## src/rtl/bridge_pkg.sv

```systemverilog
// Shared types for the SRAM-like to AXI bridge: write FSM states and AXI size codes.
package bridge_pkg;

    typedef enum logic [1:0] {
        W_IDLE   = 2'd0,
        W_SEND   = 2'd1,
        W_WAIT_B = 2'd2
    } wstate_t;

    typedef enum logic [2:0] {
        AXI_SIZE_1B = 3'd0,
        AXI_SIZE_2B = 3'd1,
        AXI_SIZE_4B = 3'd2,
        AXI_SIZE_8B = 3'd3
    } axi_size_e;

    // SRAM size is already log2(bytes), so the AXI code is a zero-extension.
    function automatic axi_size_e axi_size(input logic [1:0] s);
        return axi_size_e'({1'b0, s});
    endfunction

endpackage

```

## src/rtl/rr_arbiter.sv

```systemverilog
// Round-robin one-hot grant; the pointer moves past the winner only when a grant is issued.
module rr_arbiter #(
    parameter int NUM_CH = 2
) (
    input  logic              clk,
    input  logic              resetn,
    input  logic [NUM_CH-1:0] req,
    output logic [NUM_CH-1:0] grant
);
    localparam int PTR_W = (NUM_CH > 1) ? $clog2(NUM_CH) : 1;

    logic [PTR_W-1:0] ptr;
    logic [PTR_W-1:0] win;
    logic             found;
    int               idx;

    always_comb begin
        grant = '0;
        win   = '0;
        found = 1'b0;
        idx   = 0;
        for (int k = 0; k < NUM_CH; k++) begin
            idx = int'(ptr) + k;
            if (idx >= NUM_CH) idx = idx - NUM_CH;
            if (!found && req[idx]) begin
                found      = 1'b1;
                grant[idx] = 1'b1;
                win        = PTR_W'(idx);
            end
        end
    end

    always_ff @(posedge clk or negedge resetn) begin
        if (!resetn) begin
            ptr <= '0;
        end else if (found) begin
            ptr <= (win == PTR_W'(NUM_CH - 1)) ? '0 : win + 1'b1;
        end
    end

endmodule

```

## src/rtl/sram_axi_bridge.sv

```systemverilog
// Multi-channel SRAM-like to AXI bridge: one AR slot, one write FSM, one outstanding op per channel.
module sram_axi_bridge
    import bridge_pkg::*;
#(
    parameter int NUM_CH = 2,
    parameter int ADDR_W = 32,
    parameter int DATA_W = 32,
    parameter int ID_W   = 4
) (
    input  logic                       clk,
    input  logic                       resetn,
    input  logic [NUM_CH-1:0]          req,
    input  logic [NUM_CH-1:0]          wr,
    input  logic [2*NUM_CH-1:0]        size,
    input  logic [NUM_CH*ADDR_W-1:0]   addr,
    input  logic [NUM_CH*DATA_W/8-1:0] wstrb,
    input  logic [NUM_CH*DATA_W-1:0]   wdata,
    output logic [NUM_CH-1:0]          addr_ok,
    output logic [NUM_CH-1:0]          data_ok,
    output logic [NUM_CH*DATA_W-1:0]   rdata,
    output logic [ID_W-1:0]            arid,
    output logic [ADDR_W-1:0]          araddr,
    output logic [2:0]                 arsize,
    output logic                       arvalid,
    input  logic                       arready,
    input  logic [ID_W-1:0]            rid,
    input  logic [DATA_W-1:0]          rdata_axi,
    input  logic                       rvalid,
    output logic                       rready,
    output logic [ID_W-1:0]            awid,
    output logic [ADDR_W-1:0]          awaddr,
    output logic [2:0]                 awsize,
    output logic                       awvalid,
    input  logic                       awready,
    output logic [DATA_W-1:0]          wdata_axi,
    output logic [DATA_W/8-1:0]        wstrb_axi,
    output logic                       wvalid,
    input  logic                       wready,
    input  logic [ID_W-1:0]            bid,
    input  logic                       bvalid,
    output logic                       bready
);
    localparam int STRB_W = DATA_W / 8;

    wstate_t             wstate, wstate_nx;
    logic [NUM_CH-1:0]   busy, eligible, grant, r_hit, b_hit;
    logic                accept;
    logic                ar_valid_q;
    logic [ADDR_W-1:0]   ar_addr_q, w_addr_q, sel_addr;
    logic [2:0]          ar_size_q;
    logic [ID_W-1:0]     ar_id_q, w_owner_q, sel_id;
    logic [1:0]          w_size_q, sel_size;
    logic [STRB_W-1:0]   w_strb_q, sel_strb;
    logic [DATA_W-1:0]   w_data_q, sel_data;
    logic                sel_wr, aw_done, w_done;
    logic                unused_bid;

    assign unused_bid = ^bid;

    // A read must not overtake a pending write to the same word.
    always_comb begin
        eligible = '0;
        for (int i = 0; i < NUM_CH; i++) begin
            if (req[i] && !busy[i]) begin
                if (wr[i])
                    eligible[i] = (wstate == W_IDLE);
                else
                    eligible[i] = !ar_valid_q &&
                        !((wstate != W_IDLE) &&
                          (w_addr_q[ADDR_W-1:2] == addr[i*ADDR_W+2 +: ADDR_W-2]));
            end
        end
    end

    rr_arbiter #(.NUM_CH(NUM_CH)) u_arb (
        .clk    (clk),
        .resetn (resetn),
        .req    (eligible & {NUM_CH{resetn}}),
        .grant  (grant)
    );

    assign addr_ok = grant;
    assign accept  = |grant;

    always_comb begin
        sel_addr = '0;
        sel_size = '0;
        sel_strb = '0;
        sel_data = '0;
        sel_wr   = 1'b0;
        sel_id   = '0;
        for (int i = 0; i < NUM_CH; i++) begin
            if (grant[i]) begin
                sel_addr = addr[i*ADDR_W +: ADDR_W];
                sel_size = size[i*2 +: 2];
                sel_strb = wstrb[i*STRB_W +: STRB_W];
                sel_data = wdata[i*DATA_W +: DATA_W];
                sel_wr   = wr[i];
                sel_id   = ID_W'(i);
            end
        end
    end

    // Out-of-range or unexpected R beats match no channel and fall through.
    always_comb begin
        r_hit = '0;
        b_hit = '0;
        for (int i = 0; i < NUM_CH; i++) begin
            r_hit[i] = rvalid && (rid == ID_W'(i)) && busy[i];
            b_hit[i] = (wstate == W_WAIT_B) && bvalid && (w_owner_q == ID_W'(i));
        end
    end

    always_comb begin
        wstate_nx = wstate;
        awvalid   = 1'b0;
        wvalid    = 1'b0;
        bready    = 1'b0;
        case (wstate)
            W_IDLE: if (accept && sel_wr) wstate_nx = W_SEND;
            W_SEND: begin
                awvalid = !aw_done;
                wvalid  = !w_done;
                if ((aw_done || awready) && (w_done || wready)) wstate_nx = W_WAIT_B;
            end
            W_WAIT_B: begin
                bready = 1'b1;
                if (bvalid) wstate_nx = W_IDLE;
            end
            default: wstate_nx = W_IDLE;
        endcase
    end

    always_ff @(posedge clk or negedge resetn) begin
        if (!resetn) begin
            wstate  <= W_IDLE;
            aw_done <= 1'b0;
            w_done  <= 1'b0;
        end else begin
            wstate <= wstate_nx;
            if (wstate_nx != W_SEND) begin
                aw_done <= 1'b0;
                w_done  <= 1'b0;
            end else begin
                if (awvalid && awready) aw_done <= 1'b1;
                if (wvalid && wready) w_done <= 1'b1;
            end
        end
    end

    always_ff @(posedge clk or negedge resetn) begin
        if (!resetn) begin
            busy       <= '0;
            data_ok    <= '0;
            rdata      <= '0;
            ar_valid_q <= 1'b0;
            ar_addr_q  <= '0;
            ar_size_q  <= '0;
            ar_id_q    <= '0;
            w_addr_q   <= '0;
            w_size_q   <= '0;
            w_strb_q   <= '0;
            w_data_q   <= '0;
            w_owner_q  <= '0;
        end else begin
            busy    <= (busy & ~(r_hit | b_hit)) | grant;
            data_ok <= r_hit | b_hit;
            for (int i = 0; i < NUM_CH; i++)
                if (r_hit[i]) rdata[i*DATA_W +: DATA_W] <= rdata_axi;
            if (accept && !sel_wr) begin
                ar_valid_q <= 1'b1;
                ar_addr_q  <= sel_addr;
                ar_size_q  <= axi_size(sel_size);
                ar_id_q    <= sel_id;
            end else if (arready) begin
                ar_valid_q <= 1'b0;
            end
            if (accept && sel_wr) begin
                w_addr_q  <= sel_addr;
                w_size_q  <= sel_size;
                w_strb_q  <= sel_strb;
                w_data_q  <= sel_data;
                w_owner_q <= sel_id;
            end
        end
    end

    assign arvalid   = ar_valid_q;
    assign araddr    = ar_addr_q;
    assign arsize    = ar_size_q;
    assign arid      = ar_id_q;
    assign rready    = 1'b1;
    assign awid      = w_owner_q;
    assign awaddr    = w_addr_q;
    assign awsize    = axi_size(w_size_q);
    assign wdata_axi = w_data_q;
    assign wstrb_axi = w_strb_q;

endmodule

```

## config.mk

```make
export PLATFORM = sky130hd
export DESIGN_NAME = sram_axi_bridge
export DESIGN_NICKNAME = d
export VERILOG_FILES = /design/src/rtl/bridge_pkg.sv /design/src/rtl/rr_arbiter.sv /design/src/rtl/sram_axi_bridge.sv
export SDC_FILE = /design/constraint.sdc
export NUM_CORES = 1
export LEC_CHECK = 0
export ABC_AREA = 1
export ABC_CLOCK_PERIOD_IN_PS = 2600
export CORE_MARGIN = 5
export CORE_UTILIZATION = 42
export DETAILED_ROUTE_END_ITERATION = 7
export GPL_TIMING_DRIVEN = 0
export PLACE_DENSITY = 0.88
export SLEW_MARGIN = 20
export SYNTH_ARGS = -nofsm -noshare
export SYNTH_HDL_FRONTEND = slang
export SYNTH_HIERARCHICAL = 1
export SYNTH_SLANG_ARGS = --single-unit
```

## constraint.sdc

```tcl
create_clock -name clk -period 2.6 [get_ports clk]
set_input_delay 0.39 -clock clk [delete_from_list [all_inputs] [get_ports clk]]
set_output_delay 0.39 -clock clk [all_outputs]
set_load 0.005 [all_outputs]
```

# Word-level counts from Yosys, hierarchy flattened
# Cells that the tools add are included.
# totals
output_inout_bits	187
wordCells	127
regBits	186
inputBits	191
# classes
bitwise	6
reduce_logical	40
muxes	47
magnitude_cmp	6
eq_ne	7
add_sub_neg	4
# op_table
operator	count
2-to-1 mux 32 bit	6
>= comparator 32 x 1 -> 1 bit, second input constant	2
less-than comparator 32 x 3 -> 1 bit, second input constant	2
== test 30 bit	2
>= comparator 32 x 3 -> 1 bit, second input constant	1
subtractor 32 x 3 -> 32 bit, second input constant	1
2-to-1 mux 1 bit	29
logical AND 1 bit	21
2-to-1 mux 2 bit	7
logical NOT 1 bit	9
== test 4 x 1 -> 1 bit, second input constant	2
logical NOT 4 bit	2
2-to-1 mux 4 bit	2
nonzero test 2 bit	4
bitwise OR 2 bit	3
one-hot mux 2 bit (3 select lines)	1
AND 2 bit	2
subtractor 1 x 2 -> 3 bit, second input constant	1
adder 1 x 1 -> 2 bit, second input constant	1
demux 1 bit (select 1 bit)	2
== test 2 x 1 -> 1 bit, second input constant	1
== test 2 bit, second input constant	1
>= comparator 1 x 2 -> 1 bit, second input constant	1
logical NOT 2 bit	1
other kinds (5)	6

# Logic depth before layout (Yosys ltp)
# depth
ltp_word	21
ltp_mapped	22
mapped_depth_nobuf	19

# By module
# Netlist, hierarchy kept.
# modules_own_cells
mod	cells_each	seq_area_each_um2	n_inst	area_per_inst_um2
sram_axi_bridge	992	4479.3	1	8315.5
rr_arbiter	11	25.0	1	63.8

# Worst setup path after synthesis
# Ideal clock, no wire load.
# synth_path
path_type	register -> register
start	register w_addr_q[13], in the netlist awaddr[13]
end	register w_addr_q[0], in the netlist awaddr[0]
arrival_ns	2.038
path_stages_with_launch	22
slack_ns	0.446
setup_ns	0.116
n_path_buf	3
synth_period_minus_slack_ns	2.154
t_required_ns	2.484
path_cell_list	dfrtp_1 inv_1 nand2_1 nand2_1 nand3_1 nor2_1 nand2_1 nor2_1 nand2_1 nand2_1 a21oi_1 nand2_1 nand2_1 buf_4 inv_4 nand2_2 o211ai_4 inv_2 buf_6 buf_4 nand2_1 nand2_1
# synth_via
word_cells_on_any_way	31
cone_classes	eq/ne: 2; mux: 17; bitwise: 2; reduce/logical: 10
# synth_lines
element	line_no	text
from (decl)	sram_axi_bridge.sv:49	logic [ADDR_W-1:0] ar_addr_q, w_addr_q, sel_addr;
from (signal assigned)	sram_axi_bridge.sv:179	w_addr_q <= sel_addr;
== test 30 bit	sram_axi_bridge.sv:70	(w_addr_q[ADDR_W-1:2] == addr[i*ADDR_W+2 +: ADDR_W-2]));
logical AND 1 bit	sram_axi_bridge.sv:69	!((wstate != W_IDLE) &&
logical NOT 1 bit	sram_axi_bridge.sv:69	
logical AND 1 bit	sram_axi_bridge.sv:68	eligible[i] = !ar_valid_q &&
2-to-1 mux 1 bit	sram_axi_bridge.sv:65	if (wr[i])
2-to-1 mux 1 bit	sram_axi_bridge.sv:64	if (req[i] && !busy[i]) begin
AND 2 bit (*)	sram_axi_bridge.sv:78	.req (eligible & {NUM_CH{resetn}}),
2-to-1 mux 1 bit (implied by the code) (3 in a row)	rr_arbiter.sv:25	if (!found && req[idx]) begin
2-to-1 mux 1 bit	rr_arbiter.sv:25	
logical NOT 1 bit	rr_arbiter.sv:25	
logical AND 1 bit	rr_arbiter.sv:25	
2-to-1 mux 2 bit (*)	rr_arbiter.sv:25	
via addr_ok[1]	sram_axi_bridge.sv:18	output logic [NUM_CH-1:0] addr_ok,
OR reduction 2 bit or 2-to-1 mux 1 bit (tied branches)	sram_axi_bridge.sv:83, sram_axi_bridge.sv:93	
logical AND 1 bit	sram_axi_bridge.sv:178	if (accept && sel_wr) begin
# The timed path passes the listed nets; every way through them passes the cells marked *. The select of a mux whose other input is x is not followed.
# A chain may end at the register's enable or synchronous reset.

# Worst setup path after layout
# layout_path
start	register w_addr_q[16], in the netlist awaddr[16]
end	register w_addr_q[26], in the netlist awaddr[26]
# layout_via
elab_chain_len	17
word_cells_on_any_way	31
cone_classes	eq/ne: 2; mux: 17; bitwise: 2; reduce/logical: 10
# layout_lines
element	line_no	text
== test 30 bit	sram_axi_bridge.sv:70	
logical AND 1 bit	sram_axi_bridge.sv:69	
logical NOT 1 bit	sram_axi_bridge.sv:69	
logical AND 1 bit	sram_axi_bridge.sv:68	
2-to-1 mux 1 bit	sram_axi_bridge.sv:65	
2-to-1 mux 1 bit	sram_axi_bridge.sv:64	
AND 2 bit (*)	sram_axi_bridge.sv:78	
2-to-1 mux 1 bit (implied by the code) (3 in a row)	rr_arbiter.sv:25	
2-to-1 mux 1 bit	rr_arbiter.sv:25	
logical NOT 1 bit	rr_arbiter.sv:25	
logical AND 1 bit	rr_arbiter.sv:25	
2-to-1 mux 2 bit (*)	rr_arbiter.sv:25	
2-to-1 mux 1 bit (2 in a row)	sram_axi_bridge.sv:93	if (grant[i]) begin
logical AND 1 bit	sram_axi_bridge.sv:178	
# Mark *: on every way between the ends. The rest lies on a longest branch, timed or not. The select of a mux whose other input is x is not followed.

==> impl_summary.txt <==
----------------------------------------------------
[Cells and area]
  Proportion of layout cells with a drive suffix above 1 ... 0.130
  Most common cell after layout, fill and taps aside ... sky130_fd_sc_hd__nand2_1
  Synthesis-to-layout area growth ... 66.0%
  Final standard cell area without fillers ... 13900 µm²
  Total number of nets in the final design ... 1617
  Final standard cell utilization of the core ... 0.712
  Most used cells in the layout excluding fill and tap cells ... 374 x sky130_fd_sc_hd__nand2_1, 360 x sky130_fd_sc_hd__clkdlybuf4s50_1, 179 x sky130_fd_sc_hd__dfrtp_1
  Final std cells w/o fill ... 1706

[Routing]
  Number of search-and-repair iterations in the first detailed-routing pass ... 5
  DR WL/cell ... 19.1 µm
  Vias per inst ... 5.20
  Length of routed wiring on met1 ... 11.7 mm
  Total Wirelength ... 32.6 mm
  DR WL met3 ... 3.33 mm
  Total number of vias ... 8875
  Antenna-violating nets left ... 0
  Number of DRC markers in iteration 0 ... 537
  Detail Route met2 WL ... 16.0 mm
  Post-route DRC violation count ... 0
  Top sig layer ... met5

[Placed design]
  Placed Cells ... 1640
  Placement Setup Slack ... -807 ps
  Input/output buffers ... 364
  HPWL after DPL ... 23.8 mm
  Instance area after placement ... 12400 µm²
  Routability-driven placement congestion ratio ... 0.917

[Power]
  Total power divided by cell area ... 947 nW/µm²
  Share of total power in sequential cells ... 0.358
  Cell internal pwr ... 8.62 mW
  Worst vdd ir ... 0.492 mV
  Logic gate share of total power ... 0.446
  Clock share of power ... 0.197
  Net switching power ... 4.56 mW
  Static leakage ... 6.47 nW
  Sw Ratio ... 0.346

[Flow run]
  # Max-Cap Violations ... 0

[Critical path]
  FF-to-FF setup slack ... -100 ps
  Startpoint type of the worst setup path ... flop
  Data required time of the critical path ... 2950 ps
  Critical path arrival ... 3040 ps
  Class of the most critical setup path ... flop to flop
  Nature of the critical path endpoint ... flop
  CP Max Fanout ... 8

[Global routing]
  Initial antenna violation count ... 3
  Overall global routing resource usage ... 0.262
  Remaining Overflow, GRT ... 0
  Number of global-route vias before repair ... 8735
  Pin count of the biggest net entering global routing ... 86
  Wire length of the first global-routing pass ... 46.0 mm

[Synth]
  Synth async-reset ratio ... 1.00
  Synth Warn # ... 6
  Share of synthesized area occupied by flip-flops and latches ... 0.538
  Library cells used by synthesis ... 27
  Number of register bits inferred by synthesis ... 180
  Number of instances in the synthesized netlist ... 1003
  Syn avg cell area ... 8.35 µm²
  Most area-consuming cells after synthesis ... sky130_fd_sc_hd__dfrtp_1 54%, sky130_fd_sc_hd__nand2_1 18%, sky130_fd_sc_hd__o21ai_0 6.0%, sky130_fd_sc_hd__inv_1 3.9%, sky130_fd_sc_hd__a22oi_1 3.2%
  Netlist area before placement ... 8380 µm²
  Number of synthesized flops with an enable pin ... 0
  Prevailing post-synth register cell ... sky130_fd_sc_hd__dfrtp_1
  Cell accounting for the most synthesized area ... sky130_fd_sc_hd__dfrtp_1
  Post-synth top area share ... 0.538

[STA]
  Worst hold slack ... -135 ps
  Share of the cycle needed by the critical path after routing ... 1.04
  Final-report setup violation count ... 87
  Worst-case setup margin in the final layout ... -96.3 ps
  Worst clock skew ... 14.6 ps
  Min Tclk post-route ... 2700 ps
  Pins Over Slew Limit ... 0
  Peak clock frequency supported by timing ... 371 MHz
  Setup repair after global routing missed its margin ... true
  Final count of hold timing violations ... 83

[Clocking]
  Clk root buf ... sky130_fd_sc_hd__clkbuf_16
  Maximum root-to-sink buffer count ... 2
  Number of clock buffers inserted by TritonCTS ... 17
  TritonCTS clock tree ... built
  CTS H-tree lvls ... 4
  Clk Latency, worst-skew pair ... 420 ps
  Register clock-pin slew on the reported worst setup and hold paths ... 80 ps
  Sink count of the clock tree ... 180

[Floorplan]
  Initial core utilization ... 0.429
  Height of the die ... 151 µm
  Width of the die ... 151 µm
  Core area ... 19500 µm²
  Total die area ... 22900 µm²
  Standard-cell rows ... 51
  IO Count ... 378

[Run status]
  Violated checks ... hold timing, setup timing
  Result of the run ... finished with violations

[Min path]
  Min-Delay Path Class ... input port to async pin

----------------------------------------------------
[timing repair]
action,4_1_cts,5_1_grt
endpoints found under the setup margin,109,113
buffers inserted,6,17
pin swaps,4,23
cloned,1,9
resized for setup,32,157
endpoints found under the hold margin,83,83
[registers in the layout, indices dropped and copies added (netlist names), 2 cells and up, named ones only]
name       flops
awaddr        32
rdata         64
arsize         2
wdata_axi     32
wstrb_axi      4
wstate         2
araddr        32
data_ok        2
busy           2
w_size_q       2
[cell families after synthesis]
group	after synthesis	share of synthesized area
xor+xnor	34	0.0355
compound gates	200	0.145
other cells	2	0.000896
buf+inv	150	0.0824
flops	180	0.538
simple gates	437	0.199
[final cells by class]
| cell class | count | area, µm² |
|---|---|---|
| Inverter | 91 | 369 |
| Tap cell | 265 | 332 |
| Clock buffer | 17 | 425 |
| Sequential cell | 180 | 4510 |
| Multi-Input combinational cell | 680 | 3480 |
| Clock inverter | 15 | 163 |
| Fill cell | 1389 | 5610 |
| Timing Repair inverter | 1 | 8.76 |
| Antenna cell | 2 | 5.00 |
| Buffer | 58 | 528 |
| Timing Repair Buffer | 397 | 4100 |
[per-stage QoR]
step                      TNS (ps)  total power, mW
after floorplan                  0             6.49
after global placement    -1885970             9.70
after detailed placement    -74770             9.90
after CTS                    -1.52             12.6
after global routing        -16250             13.9
final                        -2980             13.2
[synthesized netlist by cell type (9+ instances only)]
cell                       instances
sky130_fd_sc_hd__a22oi_1          36
sky130_fd_sc_hd__a22o_1           21
sky130_fd_sc_hd__nor2_1           30
sky130_fd_sc_hd__nand3_1           9
sky130_fd_sc_hd__dfrtp_1         180
sky130_fd_sc_hd__nand2_1         392
sky130_fd_sc_hd__clkbuf_1         13
sky130_fd_sc_hd__o21ai_1          20
sky130_fd_sc_hd__xnor2_1          26
sky130_fd_sc_hd__buf_4            22
sky130_fd_sc_hd__buf_2            15
sky130_fd_sc_hd__o22ai_1          15
sky130_fd_sc_hd__inv_1            88
sky130_fd_sc_hd__o21ai_0         100
[final timing paths]
check	from	endpoint	cells after the start
max reg2reg	awaddr[16]	awaddr[26]	20
max in group asynchronous	resetn	awaddr[11]	2
min in group clk	w_size_q[0]	w_size_q[0]	2
min	resetn	araddr[17]	1
max	awaddr[16]	awaddr[26]	20
min reg2reg	w_size_q[0]	w_size_q[0]	2
[worst max-delay path: stages, from the launching register on]
cell                       delay (ps)
sky130_fd_sc_hd__dfrtp_2          460
sky130_fd_sc_hd__xnor2_2          220
sky130_fd_sc_hd__nand2_1          100
sky130_fd_sc_hd__nor2_1           120
sky130_fd_sc_hd__nand2_1          100
sky130_fd_sc_hd__nor2_2           130
sky130_fd_sc_hd__nand2_2           90
sky130_fd_sc_hd__nand2_2           90
sky130_fd_sc_hd__a21oi_2           60
sky130_fd_sc_hd__inv_1             90
sky130_fd_sc_hd__nand2_1           70
sky130_fd_sc_hd__nand2_2          110
sky130_fd_sc_hd__buf_12           150
sky130_fd_sc_hd__clkinv_8          70
sky130_fd_sc_hd__nand2_8           60
sky130_fd_sc_hd__o211ai_4         140
sky130_fd_sc_hd__inv_4            130
sky130_fd_sc_hd__buf_12           140
sky130_fd_sc_hd__buf_8            140
sky130_fd_sc_hd__nand2_2           60
sky130_fd_sc_hd__o21ai_1           90
[metal layers]
metal / vias to the layer above / global-route usage
met2: 501 / 0.447
li1: 4038 / -
met5: - / 0
met1: 4213 / 0.297
met4: 2 / 0.132
met3: 121 / 0.0796
[power by group through the flow]
stage	clock, mW	sequential (mW)	combinational (mW)
2_1_floorplan	0	4.70	1.79
3_3_place_gp	0	4.66	5.05
3_5_place_dp	0	4.69	5.21
4_1_cts	2.62	4.68	5.31
5_1_grt	2.74	4.84	6.33
6_report	2.59	4.71	5.87
Note: power is estimated with default switching activity, not from simulation.
